### src/rtl/load_store_pipe_responder.sv
// load_store_pipe_responder: accepts one load/store request, issues a byte-enabled
// word-aligned memory transaction and returns the aligned, zero-extended result.
module load_store_pipe_responder (
    input  logic        iCLOCK,
    input  logic        iRESET_SYNC,
    input  logic        iLDST_REQ,
    output logic        oLDST_BUSY,
    input  logic [1:0]  iLDST_ORDER,
    input  logic [3:0]  iLDST_MASK,
    input  logic        iLDST_RW,
    input  logic [13:0] iLDST_TID,
    input  logic [1:0]  iLDST_MMUMOD,
    input  logic [2:0]  iLDST_MMUPS,
    input  logic [31:0] iLDST_PDT,
    input  logic [31:0] iLDST_ADDR,
    input  logic [31:0] iLDST_DATA,
    output logic        oLDST_VALID,
    output logic [11:0] oLDST_MMU_FLAGS,
    output logic [31:0] oLDST_DATA,
    output logic        oMEM_REQ,
    input  logic        iMEM_BUSY,
    output logic        oMEM_RW,
    output logic [31:0] oMEM_ADDR,
    output logic [3:0]  oMEM_MASK,
    output logic [31:0] oMEM_DATA,
    output logic [13:0] oMEM_TID,
    output logic [1:0]  oMEM_MMUMOD,
    output logic [2:0]  oMEM_MMUPS,
    output logic [31:0] oMEM_PDT,
    input  logic        iMEM_VALID,
    input  logic [11:0] iMEM_MMU_FLAGS,
    input  logic [31:0] iMEM_DATA
);
    typedef enum logic [1:0] {IDLE, ISSUE, WAIT, RESP} state_t;
    state_t      state_q, state_d;
    logic [1:0]  order_q, order_d, a_q, a_d, mmumod_q, mmumod_d;
    logic        rw_q, rw_d;
    logic [31:0] addr_q, addr_d, wdata_q, wdata_d, pdt_q, pdt_d, data_q, data_d;
    logic [3:0]  mask_q, mask_d;
    logic [13:0] tid_q, tid_d;
    logic [2:0]  mmups_q, mmups_d;
    logic [11:0] flags_q, flags_d;
    logic [1:0]  a;
    logic        misaligned;
    logic [3:0]  base_mask;
    logic [31:0] shift_wdata, rword, lane_mask, rdata;

    always_comb begin
        a = iLDST_ADDR[1:0];
        misaligned = (iLDST_ORDER == 2'b01 && a[0]) || (iLDST_ORDER[1] && a != 2'b00);
        base_mask = iLDST_ORDER == 2'b00 ? 4'b0001 << a :
                    iLDST_ORDER == 2'b01 ? 4'b0011 << a : 4'b1111;
        shift_wdata = iLDST_ORDER == 2'b00 ? {24'h0, iLDST_DATA[7:0]} << {a, 3'b000} :
                      iLDST_ORDER == 2'b01 ? {16'h0, iLDST_DATA[15:0]} << {a, 3'b000} : iLDST_DATA;
        rword = iMEM_DATA >> {a_q, 3'b000};
        lane_mask = {{8{mask_q[3]}}, {8{mask_q[2]}}, {8{mask_q[1]}}, {8{mask_q[0]}}};
        rdata = rw_q ? 32'h0 :
                order_q == 2'b00 ? {24'h0, rword[7:0]} :
                order_q == 2'b01 ? {16'h0, a_q[1] ? iMEM_DATA[31:16] : iMEM_DATA[15:0]} :
                order_q == 2'b10 ? iMEM_DATA : iMEM_DATA & lane_mask;
        state_d  = state_q;
        order_d  = order_q;
        a_d      = a_q;
        rw_d     = rw_q;
        addr_d   = addr_q;
        wdata_d  = wdata_q;
        mask_d   = mask_q;
        tid_d    = tid_q;
        mmumod_d = mmumod_q;
        mmups_d  = mmups_q;
        pdt_d    = pdt_q;
        data_d   = data_q;
        flags_d  = flags_q;
        case (state_q)
            IDLE: if (iLDST_REQ) begin
                order_d  = iLDST_ORDER;
                a_d      = a;
                rw_d     = iLDST_RW;
                addr_d   = {iLDST_ADDR[31:2], 2'b00};
                wdata_d  = shift_wdata;
                mask_d   = base_mask & iLDST_MASK;
                tid_d    = iLDST_TID;
                mmumod_d = iLDST_MMUMOD;
                mmups_d  = iLDST_MMUPS;
                pdt_d    = iLDST_PDT;
                state_d  = misaligned ? RESP : ISSUE;
                // A misaligned access never reaches memory; it answers with the fault alone.
                if (misaligned) begin
                    data_d  = 32'h0;
                    flags_d = 12'h800;
                end
            end
            ISSUE: if (!iMEM_BUSY) state_d = WAIT;
            WAIT: if (iMEM_VALID) begin
                flags_d = iMEM_MMU_FLAGS & 12'h7FF;
                data_d  = rdata;
                state_d = RESP;
            end
            RESP: state_d = IDLE;
        endcase
    end

    always_ff @(posedge iCLOCK) begin
        if (iRESET_SYNC) begin
            state_q  <= IDLE;
            order_q  <= 2'b00;
            a_q      <= 2'b00;
            rw_q     <= 1'b0;
            addr_q   <= 32'h0;
            wdata_q  <= 32'h0;
            mask_q   <= 4'h0;
            tid_q    <= 14'h0;
            mmumod_q <= 2'b00;
            mmups_q  <= 3'b000;
            pdt_q    <= 32'h0;
            data_q   <= 32'h0;
            flags_q  <= 12'h0;
        end else begin
            state_q  <= state_d;
            order_q  <= order_d;
            a_q      <= a_d;
            rw_q     <= rw_d;
            addr_q   <= addr_d;
            wdata_q  <= wdata_d;
            mask_q   <= mask_d;
            tid_q    <= tid_d;
            mmumod_q <= mmumod_d;
            mmups_q  <= mmups_d;
            pdt_q    <= pdt_d;
            data_q   <= data_d;
            flags_q  <= flags_d;
        end
    end

    assign oLDST_BUSY      = state_q != IDLE;
    assign oLDST_VALID     = state_q == RESP;
    assign oLDST_DATA      = data_q;
    assign oLDST_MMU_FLAGS = flags_q;
    assign oMEM_REQ        = state_q == ISSUE;
    assign oMEM_RW         = rw_q;
    assign oMEM_ADDR       = addr_q;
    assign oMEM_MASK       = mask_q;
    assign oMEM_DATA       = wdata_q;
    assign oMEM_TID        = tid_q;
    assign oMEM_MMUMOD     = mmumod_q;
    assign oMEM_MMUPS      = mmups_q;
    assign oMEM_PDT        = pdt_q;
endmodule

### config.mk
export PLATFORM = sky130hd
export DESIGN_NAME = load_store_pipe_responder
export DESIGN_NICKNAME = d
export VERILOG_FILES = /design/src/rtl/load_store_pipe_responder.sv
export SDC_FILE = /design/constraint.sdc
export NUM_CORES = 1
export LEC_CHECK = 0
export CAP_MARGIN = 20
export CORE_MARGIN = 4
export CORE_UTILIZATION = 42
export CTS_BUF_LIST = sky130_fd_sc_hd__clkbuf_2 sky130_fd_sc_hd__clkbuf_4 sky130_fd_sc_hd__clkbuf_8
export DETAILED_ROUTE_END_ITERATION = 12
export GPL_ROUTABILITY_DRIVEN = 0
export GPL_TIMING_DRIVEN = 1
export PLACE_DENSITY = 0.81
export SLEW_MARGIN = 40
export SYNTH_ARGS = -nofsm -noshare
export SYNTH_HDL_FRONTEND = slang
export SYNTH_SLANG_ARGS = --single-unit
### constraint.sdc
create_clock -name iCLOCK -period 2.7 [get_ports iCLOCK]
set_input_delay 0.405 -clock iCLOCK [delete_from_list [all_inputs] [get_ports iCLOCK]]
set_output_delay 0.405 -clock iCLOCK [all_outputs]
set_load 0.05 [all_outputs]
# Word-level counts from Yosys, hierarchy flattened
# Cells that the tools add are included.
# totals
ff_bits	168
input_bits	171
out_inout_bits	167
word_cells	64
# op_classes
n_eq_ne	10
shift	5
muxes	22
bitwise_logic	2
n_reduce_logical	12
# op_table
operator	n
two-way mux 32 bit	9
one-hot mux 32 bit (2 select lines)	1
two-way mux 12 bit	3
AND 32 bit	1
<< shifter 16 x 5 -> 32 bit	1
<< shifter 8 x 5 -> 32 bit	1
right shift 32 x 5 -> 8 bit	1
one-hot mux 12 bit (2 select lines)	1
two-way mux 16 bit	1
two-way mux 2 bit	4
two-way mux 4 bit	2
inequality test 2 bit (second input constant)	4
one-hot mux 2 bit (4 select lines)	1
equality test 2 x 1 -> 1 bit (second input constant)	3
equality test 2 bit (second input constant)	3
logical NOT 2 bit	3
nonzero test 2 bit	3
AND 4 bit	1
AND reduction 4 bit	1
<< shifter 1 x 2 -> 4 bit (first input constant)	1
<< shifter 2 x 2 -> 4 bit (first input constant)	1
AND reduction 3 bit	1
logical AND 1 bit	2
AND reduction 2 bit	1
logical OR 1 bit	1

# Depth between registers and ports, before layout
# Gate-level depths: netlist (run 1).
# depth
word_depth	7
mapped_depth	10
depth_no_buf	6

# Worst setup path before layout (run 1)
# No wires, ideal clock.
# synth_path
path_type	input to register
from	in iLDST_ADDR[0]
to	reg data_q[10], in the netlist oLDST_DATA[10]
setup_time_ns	0.117
t_arrival_ns	2.348
required_ns	2.583
path_slack_ns	0.236
path_stages	10
n_path_buf	4
path_cell_list	buf_2 -> buf_2 -> buf_2 -> inv_1 -> ha_1 -> nand2b_2 -> a311oi_4 -> a21oi_2 -> buf_2 -> a22o_1
# synth_via
elab_chain_len	5
word_cells_on_any_way	6
cone_classes	1 x eq/ne; 5 x reduce/logical
# synth_rtl
element	line	source
start: declaration	15	input logic [31:0] iLDST_ADDR,
nonzero test 2 bit	50	misaligned = (iLDST_ORDER == 2'b01 && a[0]) || (iLDST_ORDER[1] && a != 2'b00);
logical AND 1 bit	50	
logical OR 1 bit (*)	50	
inequality test 2 bit (no line) (*)	--	
AND reduction 4 bit (no line) (*)	--	
end signal: assignment	130	data_q <= data_d;
end: declaration	38	logic [31:0] addr_q, addr_d, wdata_q, wdata_d, pdt_q, pdt_d, data_q, data_d;
# Mark *: on every way between the ends. The rest lies on a longest branch, timed or not.
# A chain may end at the register's enable or synchronous reset.

# Final worst setup path (run 1)
# layout_path
from	reg state_q[1]
to	out oMEM_REQ
# layout_via
elab_chain_len	1
# layout_rtl
element	line	source
start: declaration	35	state_t state_q, state_d;
start signal: assignment	119	state_q <= state_d;
equality test 2 x 1 -> 1 bit	139	assign oMEM_REQ = state_q == ISSUE;
end: declaration	20	output logic oMEM_REQ,
# Every way passes these cells.

==> results of run 1 <==
-- metal layers --
layer	up-vias	track usage	part of all wire
li1	3366	-	-
met1	3280	0.2972	0.38
met2	352	0.4118	0.48
met3	59	0.08507	0.11
met4	0	0.1137	0.034
met5	-	0	0
-- registers in the layout (all words and copies together) (netlist names) --
signal           flops
oMEM_MASK            4
oMEM_RW              1
oMEM_ADDR           30
a_q                  2
oMEM_MMUMOD          2
order_q              2
oMEM_MMUPS           3
oMEM_DATA           32
oLDST_MMU_FLAGS     12
oMEM_TID            14
oMEM_PDT            32
state_q              2
oLDST_DATA          32
-- worst min-delay path by stage --
stage	startpoint	end	slack (ns)	cells past startpoint
6_report	oMEM_PDT[5]	oMEM_PDT[5]	0.45	2
3_3_place_gp	oMEM_PDT[9]	oMEM_PDT[9]	0.44	2
4_1_cts	iLDST_ADDR[27]	oMEM_ADDR[27]	0.45	3
5_1_grt	iLDST_PDT[4]	oMEM_PDT[4]	0.45	3
2_1_floorplan	a_q[0]	a_q[0]	0.45	2
3_5_place_dp	oMEM_ADDR[21]	oMEM_ADDR[21]	0.45	2
-- worst max-delay path: stages, from the launching register on --
cell,delay (ns)
dfxtp_1,0.35
inv_1,0.11
ha_1,0.18
clkdlybuf4s50_1,0.83
-- power groups by stage --
stage               sequential, W  combinational [W]  clock [W]
floorplan                 0.00433            0.00153          0
global route              0.00312            0.00450    0.00201
finish                    0.00307            0.00424    0.00186
CTS                       0.00307            0.00426    0.00190
detailed placement        0.00313            0.00424          0
global placement          0.00311            0.00420          0
-- cell usage in the layout, fill, tap and decap left out, types with 9 or more instances in the layout --
| master | count |
|---|---|
| nand2_1 | 184 |
| ha_1 | 9 |
| mux2_2 | 17 |
| a22o_1 | 33 |
| a211oi_1 | 27 |
| dfxtp_1 | 168 |
| nand3_1 | 11 |
| clkbuf_8 | 18 |
| o21ai_1 | 10 |
| a21oi_1 | 120 |
| a32oi_1 | 16 |
| nor2_1 | 45 |
| clkdlybuf4s50_1 | 332 |
| buf_4 | 16 |
-- through the flow --
stage | total power (W) | worst slack [ns] | util | instances | area (sq um)
6_report | 0.009173 | 0.3686 | 0.6745 | 1317 | 10720
5_1_grt | 0.009629 | 0.2861 | 0.6745 | 1317 | 10720
4_1_cts | 0.009232 | 0.07916 | 0.6744 | 1317 | 10710
3_5_place_dp | 0.007371 | 0.09635 | 0.6486 | 1285 | 10300
3_3_place_gp | 0.007306 | 0.1617 | 0.6486 | 1285 | 10300
2_1_floorplan | 0.005860 | 0.2357 | - | 784 | 6818
-- area by class of cell --
class | instances | area share
clock buffers | 18 | 0.02312
clock inverters | 14 | 0.01506
inverters | 7 | 0.002452
multi-input cells | 543 | 0.2940
flip-flops and latches | 168 | 0.3139
well taps | 216 | 0.02522
repair buffers | 351 | 0.3262
-- cells by family after synthesis --
logic type | after synthesis | synth area share
multiplexers | 18 | 0.02956
other | 1 | 0.0005503
flip-flops | 168 | 0.4936
adder cells (fa/ha/maj) | 9 | 0.01653
AO/OA/AOI/OAI | 251 | 0.2475
AND/OR/NAND/NOR | 263 | 0.1662
buffers and inverters | 73 | 0.04609
-- timing repair --
action                                  CTS  global route
setup buffers                             0             0
endpoints found under the setup margin    0             1
resized for setup                         0             1
==> metrics.yaml, run 1 <==
power_and_ir_drop:
  ir_worst_vdd_mv: 0.5018
  p_switching_w: 0.003997
  p_comb_frac: 0.463
  p_per_area_nw_per_um2: 856.0
  p_sw_frac: 0.4357
  p_leak_nw: 3.884
  intPower_w: 0.005176
  p_seq_frac: 0.335
  clkPwrFrac: 0.202
grt:
  grt_max_degree: 89
  gr-usage-all-layers: 0.2507
  first_global_vias: 6780
  grt_overflow: 0
  grt_antenna_before_repair: 0
  grt_pass1_wl_um: 35970
setup_path:
  path_max_fanout: 4
  timing.rr.start: "state_q[0]"
  r2r-end: "oLDST_DATA[29]"
  crit_type: "reg -> out"
  required_ns: 2.30
  rrSetupSlack_ns: 0.55
  endpoint_kind: "primary output"
  startpoint_type: "flip-flop"
  rr_worst_depth: 6
  crit_arrival_ns: 1.93
  endpoint: "oMEM_REQ"
  cp-startpoint: "state_q[1]"
sta:
  setup_violations: 0
  worst_slew_pin_slew_ns: 0.8244
  hold_violations: 0
  hold_ws_ns: 0.4542
  setup_tns_ns: 0
  rsz0062_at_grt: "false"
  clock.fmax_ghz: 0.4289
  skew_ns: 0.008998
  drv_slew: 0
  timing.final.crit_period_ns: 2.331
  max_slew_margin: 0.4504
  final.period_utilization: 0.8635
floorplanning:
  fp.dieH_um: 135.4
  die_area_sq_um: 18330
  die_width_um: 135.4
  rows: 46
  initial_core_util: 0.4290
  coreArea_sq_um: 15890
  io_pins: 338
synthesis:
  synth_top_area_frac: 0.4936
  synthesis.area_sq_um: 6814
  syn_inst: 783
  synth_area_leaders: "dfxtp_1, nand2_1, a21oi_1"
  yosysTopAreaCell: "dfxtp_1"
  yosysWarnings: 0
  synth_top_cells_by_count: "nand2_1, dfxtp_1, a21oi_1"
  synthFlopType: "dfxtp_1"
  avgSynthCellArea_sq_um: 8.702
  synth.most_common_cell: "nand2_1"
  synth-seq-area-share: 0.4936
  synth_edf_count: 0
  synthDistinctLibCells: 44
  async_flop_share: 0
  synth-seq-cells: 168
drt:
  drtPass1Iterations: 7
  vias: 7057
  drt_iter0_drc: 402
  drc: 0
  routed_wl_um: 23740
  final_antenna_net_count: 0
  wl_per_cell_um: 18.03
  viasPerCell: 5.358
job:
  drv_cap: 0
finish:
  fillers: 1304
  drive_gt1_frac: 0.07357
  area_growth_pct: 57.25
  num_antenna_cells: 0
  nets: 1268
  multi_input_area_sq_um: 3151
  ff_latch_area_sq_um: 3363
placement:
  portBuffers: 334
  hpwl_um: 17590
status:
  status: "complete, no violations"
cts:
  cts_htree_levels: 4
  cts_root_buf: "clkbuf_8"
  numCtsBuffers: 17
  cts_sinks: 168
  path_clk_slew_ns: 0.09
  clk_latency_ns: 0.45
  cts_tree: "done"
  hold_buffers: 0
  clock_path_buffers: 2
hold_path:
  hold_path_class: "reg -> reg"
(Power assumes the default switching activity.)
==> run 2: changes to the inputs <==
--- a/config.mk
+++ b/config.mk
@@ -6,6 +6,7 @@
 export NUM_CORES = 1
 export LEC_CHECK = 0
 export CAP_MARGIN = 20
+export CORE_ASPECT_RATIO = 1.4
 export CORE_MARGIN = 4
 export CORE_UTILIZATION = 42
 export CTS_BUF_LIST = sky130_fd_sc_hd__clkbuf_2 sky130_fd_sc_hd__clkbuf_4 sky130_fd_sc_hd__clkbuf_8
==> metrics.yaml, run 2 (synthesis gave the netlist of run 1 again) <==
floorplanning:
  die_area_sq_um: 18350
  fp.dieH_um: 158.7
  initial_core_util: 0.4328
  coreArea_sq_um: 15740
  io_pins: 338
  rows: 54
  die_width_um: 115.7
power_and_ir_drop:
  p_leak_nw: 3.874
  ir_worst_vdd_mv: 0.4820
  p_per_area_nw_per_um2: 851.6
setup_path:
  crit_type: "reg -> out"
  slowest_stage: "clkdlybuf4s50_1"
  path_max_fanout: 4
  startpoint_type: "flip-flop"
  cp_num_buf_inv: 2
  crit_path_cell_trace: "inv_1, ha_1, clkdlybuf4s50_1"
  r2r-end: "oLDST_DATA[25]"
  cp_top_family: "buffers and inverters"
  crit_arrival_ns: 1.95
  endpoint_kind: "primary output"
  required_ns: 2.30
  cpPeakStageDelay_ns: 0.86
  rrSetupSlack_ns: 0.49
  rr_worst_depth: 6
  timing.rr.start: "state_q[0]"
  cp_num_cells: 3
cts:
  cts_sinks: 168
  hold_buffers: 0
  clk_latency_ns: 0.45
  clock_path_buffers: 2
  path_clk_slew_ns: 0.08
  cts.repair.resized: 0
  cts_setup_buffers: 0
  cts_tree: "done"
  numCtsBuffers: 17
  cts_root_buf: "clkbuf_8"
  cts_htree_levels: 4
finish:
  fillers: 1302
  num_antenna_cells: 0
  final_common_cell: "clkdlybuf4s50_1"
  layout_common_cells: "clkdlybuf4s50_1, nand2_1, dfxtp_1"
  postLayoutCoreUtil: 0.6776
  area_growth_pct: 56.54
  multi_input_area_sq_um: 3151
  drive_gt1_frac: 0.07019
  ff_latch_area_sq_um: 3363
  nets: 1266
grt:
  met1_usage: 0.2850
  grt_antenna_before_repair: 0
  grt_util_met2: 0.4368
  top_usage_layer: "met2"
  gr-usage-met3: 0.06855
  grt_max_degree: 82
  first_global_vias: 6669
  gr-usage-all-layers: 0.2503
  grt_pass1_wl_um: 36370
  grt_overflow: 0
hold_path:
  hold_path_class: "reg -> reg"
  min_to: "oMEM_ADDR[24]"
  worst_hold_startpoint: "oMEM_ADDR[24]"
  whs_path_depth: 2
sta:
  final.period_utilization: 0.8717
  drv_slew: 0
  max_slew_margin: 0.5360
  setup_violations: 0
  worst_slew_pin_slew_ns: 0.6934
  rsz0062_at_grt: "false"
  hold_violations: 0
  setup_tns_ns: 0
  timing.final.crit_period_ns: 2.354
  clock.fmax_ghz: 0.4249
  skew_ns: 0.01320
drt:
  final_antenna_net_count: 0
  drc: 0
  drtPass1Iterations: 5
  viasPerCell: 5.384
  routed_wl_um: 23910
  drt_iter0_drc: 627
  wl_per_cell_um: 18.49
  vias: 6961
placement:
  portBuffers: 334
  hpwl_um: 17430
job:
  drv_cap: 0
status:
  status: "complete, no violations"
[run 2: cell types whose count changed in the layout (fill, tap and decap cells not counted), sizes merged]
cell,before,now
buf,18,16
inv,14,9
clkinv,3,6
clkinvlp,2,1
clkbuf,18,19
[run 2: area by class of cell]
class	count	share of cell area
sequential	168	0.3153
timing repair buffer	349	0.3279
inverter	7	0.002463
tap	196	0.02299
clock inverter	11	0.01150
clock buffer	19	0.02452
multi-input combinational	543	0.2954
[run 2: tightest hold or removal path: stages, from the launching register on]
cell and delay, ns:
dfxtp_1 0.32, nand2_1 0.05, a21oi_1 0.05
[run 2: per-layer routing]
layer	part of all wire	vias up
li1	-	3355
met1	0.37	3254
met2	0.52	309
met3	0.082	43
met4	0.031	0
met5	0	-
[run 2: worst max-delay path by stage]
stage	start	to	slack, ns
2_1_floorplan	iLDST_ADDR[0]	oLDST_DATA[10]	0.24
4_1_cts	state_q[0]	oLDST_BUSY	0.009
6_report	state_q[1]	oMEM_REQ	0.35
3_5_place_dp	iLDST_ADDR[0]	oLDST_DATA[31]	0.15
3_3_place_gp	iLDST_ADDR[1]	oLDST_DATA[31]	0.17
5_1_grt	state_q[1]	oMEM_REQ	0.26
[run 2: per-stage QoR]
| stage | std cells | setup WS (ns) | area (sq um) | total power [W] | hold slack (ns) |
|---|---|---|---|---|---|
| floorplan | 784 | 0.2357 | 6818 | 0.005860 | 0.4452 |
| global placement | 1263 | 0.1704 | 10280 | 0.007299 | 0.4402 |
| detailed placement | 1263 | 0.1488 | 10280 | 0.007345 | 0.4456 |
| CTS | 1293 | 0.008792 | 10660 | 0.009150 | 0.4299 |
| global route | 1293 | 0.2612 | 10670 | 0.009520 | 0.4587 |
| finish | 1293 | 0.3463 | 10670 | 0.009084 | 0.4558 |
[run 2: report_power, final]
group | switching (W) | total, W | internal (W) | leakage, nW
registers | 0.000218 | 0.00308 | 0.00286 | 1.37
logic | 0.00277 | 0.00421 | 0.00143 | 2.30
clock network | 0.000935 | 0.00180 | 0.000863 | 0.198
==> run 3: changes to the inputs <==
--- a/config.mk
+++ b/config.mk
@@ -6,14 +6,16 @@
 export NUM_CORES = 1
 export LEC_CHECK = 0
 export CAP_MARGIN = 20
+export CELL_PAD_IN_SITES_DETAIL_PLACEMENT = 0
+export CELL_PAD_IN_SITES_GLOBAL_PLACEMENT = 1
 export CORE_ASPECT_RATIO = 1.4
 export CORE_MARGIN = 4
-export CORE_UTILIZATION = 42
+export CORE_UTILIZATION = 29
 export CTS_BUF_LIST = sky130_fd_sc_hd__clkbuf_2 sky130_fd_sc_hd__clkbuf_4 sky130_fd_sc_hd__clkbuf_8
 export DETAILED_ROUTE_END_ITERATION = 12
 export GPL_ROUTABILITY_DRIVEN = 0
 export GPL_TIMING_DRIVEN = 1
-export PLACE_DENSITY = 0.81
+export PLACE_DENSITY = 0.79
 export SLEW_MARGIN = 40
 export SYNTH_ARGS = -nofsm -noshare
 export SYNTH_HDL_FRONTEND = slang
==> metrics.yaml, run 3 (synthesis gave the netlist of run 1 again) <==
grt:
  gr-usage-all-layers: 0.1873
  grt_pass1_wl_um: 37930
  grt_overflow: 0
  grt_max_degree: 77
  grt_antenna_before_repair: 1
  first_global_vias: 6625
finish:
  ff_latch_area_sq_um: 3363
  area_growth_pct: 60.41
  multi_input_area_sq_um: 3151
  nets: 1271
  layout_common_cells: "clkdlybuf4s50_1, nand2_1, dfxtp_1"
  fillers: 2299
  drive_gt1_frac: 0.07609
  final_common_cell: "clkdlybuf4s50_1"
  final_cells: 1411
power_and_ir_drop:
  p_sw_frac: 0.4177
  p_leak_nw: 3.934
  clkPwrFrac: 0.228
  p_switching_w: 0.003956
  p_seq_frac: 0.324
  ir_worst_vdd_mv: 0.4724
  intPower_w: 0.005515
  p_per_area_nw_per_um2: 866.5
  p_comb_frac: 0.448
cts:
  hold_buffers: 0
  path_clk_slew_ns: 0.09
  cts_setup_buffers: 0
  cts_sinks: 168
  cts_tree: "done"
  cts_root_buf: "clkbuf_8"
  cts_htree_levels: 4
  clock_path_buffers: 2
  numCtsBuffers: 17
  clk_latency_ns: 0.46
sta:
  max_slew_margin: 0.4787
  hold_violations: 0
  setup_violations: 0
  drv_slew: 0
  timing.final.crit_period_ns: 2.378
  hold_ws_ns: 0.4560
  worst_slew_pin_slew_ns: 0.7791
  skew_ns: 0.01044
  final.period_utilization: 0.8808
  setup_tns_ns: 0
  setup_ws_ns: 0.3220
  clock.fmax_ghz: 0.4205
  rsz0062_at_grt: "false"
drt:
  viasPerCell: 4.861
  wl_per_cell_um: 17.83
  vias: 6859
  drtPass1Iterations: 7
  routed_wl_um: 25170
  drc: 0
  final_antenna_net_count: 0
  drt_iter0_drc: 324
floorplanning:
  io_pins: 338
  initial_core_util: 0.2936
  rows: 66
  fp.dieH_um: 189.4
  die_width_um: 137.6
  die_area_sq_um: 26050
  coreArea_sq_um: 23200
setup_path:
  endpoint_kind: "primary output"
  startpoint_type: "flip-flop"
  path_max_fanout: 8
  rrSetupSlack_ns: 0.54
  rr_worst_depth: 6
  r2r-end: "oLDST_DATA[28]"
  crit_type: "reg -> out"
  crit_arrival_ns: 1.97
  timing.rr.start: "state_q[0]"
  required_ns: 2.30
placement:
  post-place-ws_ns: 0.1796
  portBuffers: 334
  hpwl_um: 18460
  placed_cells: 1378
status:
  status: "complete, no violations"
hold_path:
  hold_path_class: "reg -> reg"
  whs_path_depth: 2
  worst_hold_startpoint: "oMEM_PDT[21]"
  min_to: "oMEM_PDT[21]"
job:
  drv_cap: 0
## run 3: worst max-delay path by stage
stage	to	slack, ns	startpoint
after global placement	oLDST_DATA[30]	0.19	iLDST_ADDR[0]
after detailed placement	oLDST_DATA[6]	0.18	iLDST_ADDR[0]
after floorplan	oLDST_DATA[10]	0.24	iLDST_ADDR[0]
after CTS	oLDST_BUSY	0.25	state_q[0]
after global routing	oLDST_BUSY	0.16	state_q[0]
final	oLDST_BUSY	0.32	state_q[0]
## run 3: metal layers
layer,global-route usage,routed length [um],vias up
met1,0.2108,9635,3205
li1,-,-,3372
met2,0.3301,13130,246
met5,0,0,-
met4,0.07373,712,0
met3,0.05157,1684,36
## run 3: worst max-delay path, stage by stage, from the launching register on
cell and delay (ns):
dfxtp_1 0.40, inv_1 0.10, ha_1 0.37, inv_1 0.09
dlygate4sd2_1 0.56
## run 3: final cells by class
| type | instances | share of cell area |
|---|---|---|
| Tap cell | 306 | 0.03503 |
| Timing Repair Buffer | 354 | 0.3219 |
| Inverter | 7 | 0.002404 |
| Antenna cell | 1 | 0.0002289 |
| Multi-Input combinational cell | 543 | 0.2882 |
| Clock buffer | 22 | 0.02713 |
| Clock inverter | 10 | 0.01740 |
| Sequential cell | 168 | 0.3077 |
## run 3: repair_timing
item                                    4_1_cts  5_1_grt
endpoints found under the hold margin         0        0
resized for setup                             1        0
endpoints found under the setup margin        1        0
## run 3: metrics by stage
stage | total power [W] | instance area (sq um) | util
finish | 0.009471 | 10930 | 0.4710
global route | 0.009985 | 10930 | 0.4710
CTS | 0.009607 | 10920 | 0.4708
detailed placement | 0.007412 | 10440 | 0.4499
global placement | 0.007392 | 10440 | 0.4499
floorplan | 0.005860 | 6818 | -
## run 3: power by group through the flow
stage,clock [W],sequential [W],combinational (W)
5_1_grt,0.00234,0.00312,0.00452
4_1_cts,0.00225,0.00308,0.00428
6_report,0.00216,0.00307,0.00424
2_1_floorplan,0,0.00433,0.00153
3_3_place_gp,0,0.00312,0.00428
3_5_place_dp,0,0.00313,0.00428
==> patch: new RTL, settings of run 3 <==
Take the reset off `data_q` and load it in a clocked block of its own.
--- a/src/rtl/load_store_pipe_responder.sv
+++ b/src/rtl/load_store_pipe_responder.sv
@@ -115,3 +115,2 @@
             pdt_q    <= 32'h0;
-            data_q   <= 32'h0;
             flags_q  <= 12'h0;
@@ -129,5 +128,8 @@
             pdt_q    <= pdt_d;
-            data_q   <= data_d;
             flags_q  <= flags_d;
         end
+    end
+
+    always_ff @(posedge iCLOCK) begin
+        data_q <= data_d;
     end
Check against the original RTL: differs if iRESET_SYNC is asserted again (counterexample within 4 cycles, from zero or initial values and one cycle with iRESET_SYNC high); with iRESET_SYNC held inactive, the same outputs for 4 cycles.
==> patch against run 3 <==
  * Sequential cell count stayed put
  * Routed wire length is 2.9% lower
  * Final area is 0.69% higher
  * Area after synthesis rose by 2.1%
  * Synthesized cell count rose by 0.64%
  * Via count is 0.92% lower
  * Critical endpoint unchanged
  * Power grew 9.0%
  * Worst setup slack lost 0.20 ns
  * Combinational power up 22%
  * Clock power decreased by 21%
  * Critical path type unchanged
==> patch: results (changes against run 3) <==
clock_skew_ns: 0.007645  # -0.002795 ns
io_buffers: 334  # unchanged
cts_max_path_buffers: 2  # unchanged
ctsResizeCount: 0  # -1
dp.cells: 1390  # +0.87%
dr.pass1.iters: 5  # -2
synth_commonest_cells: "nand2_1, dfxtp_1, a21oi_1, nor2_1, clkbuf_1"
vias: 6796  # -0.92%
drt_iter0_markers: 473  # +46%
p_leak_nw: 3.925  # -0.23%
nFillCells: 2307  # +0.35%
grt_usage: 0.1770  # -0.01036
synth_edf_count: 32  # +32
outcome: "finished, final reports clean"
synth-xor-area-share: 0  # unchanged
cts_buffers: 17  # unchanged
vdd_ir_drop_max_v: 0.0004200  # -11%
antenna_found_initial: 3  # +2
final_cell_count_no_fill: 1424  # +0.92%
clock_latency_ns: 0.46  # about the same
crit_fanout: 7  # -1
tightest_slew_ns: 0.7341  # -0.04500 ns
ant_nets: 0  # unchanged
yosysUniqueCellTypes: 39  # -11%
grt.overflow.total: 0  # unchanged
synth_flop_cell: "dfxtp_1"
synth_mux_area_frac: 0.04189  # +0.01233
hpwl_um: 17820  # -3.5%
grt_pass1_wl_um: 36980  # -2.5%
synth-async-reset-ratio: 0  # unchanged
synth_cells: 788  # +0.64%
drt-total-wl_um: 24430  # -2.9%
synth_adder_area_share: 0.01618  # -0.0003447
hp-class: "in -> reg"
p_int_mw: 5.687  # +3.1%
grt_max_degree: 90  # +17%
postPlaceCellArea_sq_um: 10640  # +2.0%
synth_compound_area_frac: 0.1825  # -0.06503
layout-drive-gt1-share: 0.07706  # +0.0009740
postCtsSetupRepairBufs: 0  # unchanged
cts.reportedPaths.clkPinSlew_ns: 0.09  # about the same
nets: 1283  # +0.94%
ys_seq_area_frac: 0.5293  # +0.03573
synth_area_leaders: "dfxtp_1, edfxtp_1, nand2_1"
ys_warn_count: 0  # unchanged
grt_pass1_vias: 6586  # -0.59%
patch: cell types whose count changed after synthesis, sizes merged, moves of 11 or more:
| cell | run 3 | this run |
|---|---|---|
| nand2 | 185 | 200 |
| nand4 | 0 | 11 |
| edfxtp | 0 | 32 |
| and2 | 3 | 18 |
| dfxtp | 168 | 136 |
| a22oi | 8 | 23 |
| a32oi | 16 | 0 |
| a22o | 33 | 0 |
patch: critical path: stages, from the launching register on:
cell and delay, ns:
dfxtp_1 0.40, inv_1 0.10, ha_1 0.31, inv_1 0.10, clkdlybuf4s50_1 0.80
patch: worst paths after layout:
kind	from	end	slack, ns	depth (start not counted)
setup / recovery	state_q[0]	oLDST_BUSY	0.12	4
hold / removal	iRESET_SYNC	oMEM_MMUMOD[0]	0.44	3
setup reg to reg	state_q[0]	oLDST_DATA[8]	0.57	6
hold reg to reg	oMEM_PDT[1]	oMEM_PDT[1]	0.46	2
patch: power by group through the flow:
stage | Combinational, mW | Clock [mW] | Sequential (mW)
3_5_place_dp | 5.22 | 0 | 3.50
4_1_cts | 5.23 | 1.77 | 3.45
6_report | 5.19 | 1.70 | 3.44
5_1_grt | 5.48 | 1.88 | 3.51
2_1_floorplan | 1.54 | 0 | 5.28
3_3_place_gp | 5.22 | 0 | 3.48
patch: logic make-up after synthesis:
kind of cell	Yosys count
compound gates	208
fa+ha+maj	9
buf+inv	70
flops	168
mux	26
other cells	1
simple gates	306
patch: metal layers:
metal,global-route usage,part of all wire,up-vias
li1,-,-,3359
met1,0.1925,0.38,3122
met2,0.3100,0.51,274
met3,0.05981,0.080,39
met4,0.08358,0.031,2
met5,0,0.00053,-
patch: final cells by class:
cell class                      count  area share
Antenna cell                        2   0.0004548
Clock buffer                       23     0.02535
Clock inverter                      9    0.007049
Inverter                            9    0.003070
Multi-Input combinational cell    551      0.2726
Sequential cell                   168      0.3347
Tap cell                          306     0.03479
Timing Repair Buffer              356      0.3220
patch: per-stage QoR:
step                      total power [mW]    util  setup slack [ns]
after detailed placement             8.721  0.4539            0.2711
after global placement               8.697  0.4539            0.3228
after CTS                            10.45  0.4691           0.06528
final                                10.33  0.4693            0.1241
after floorplan                      6.826       -            0.1291
after global routing                 10.86  0.4693          0.005848
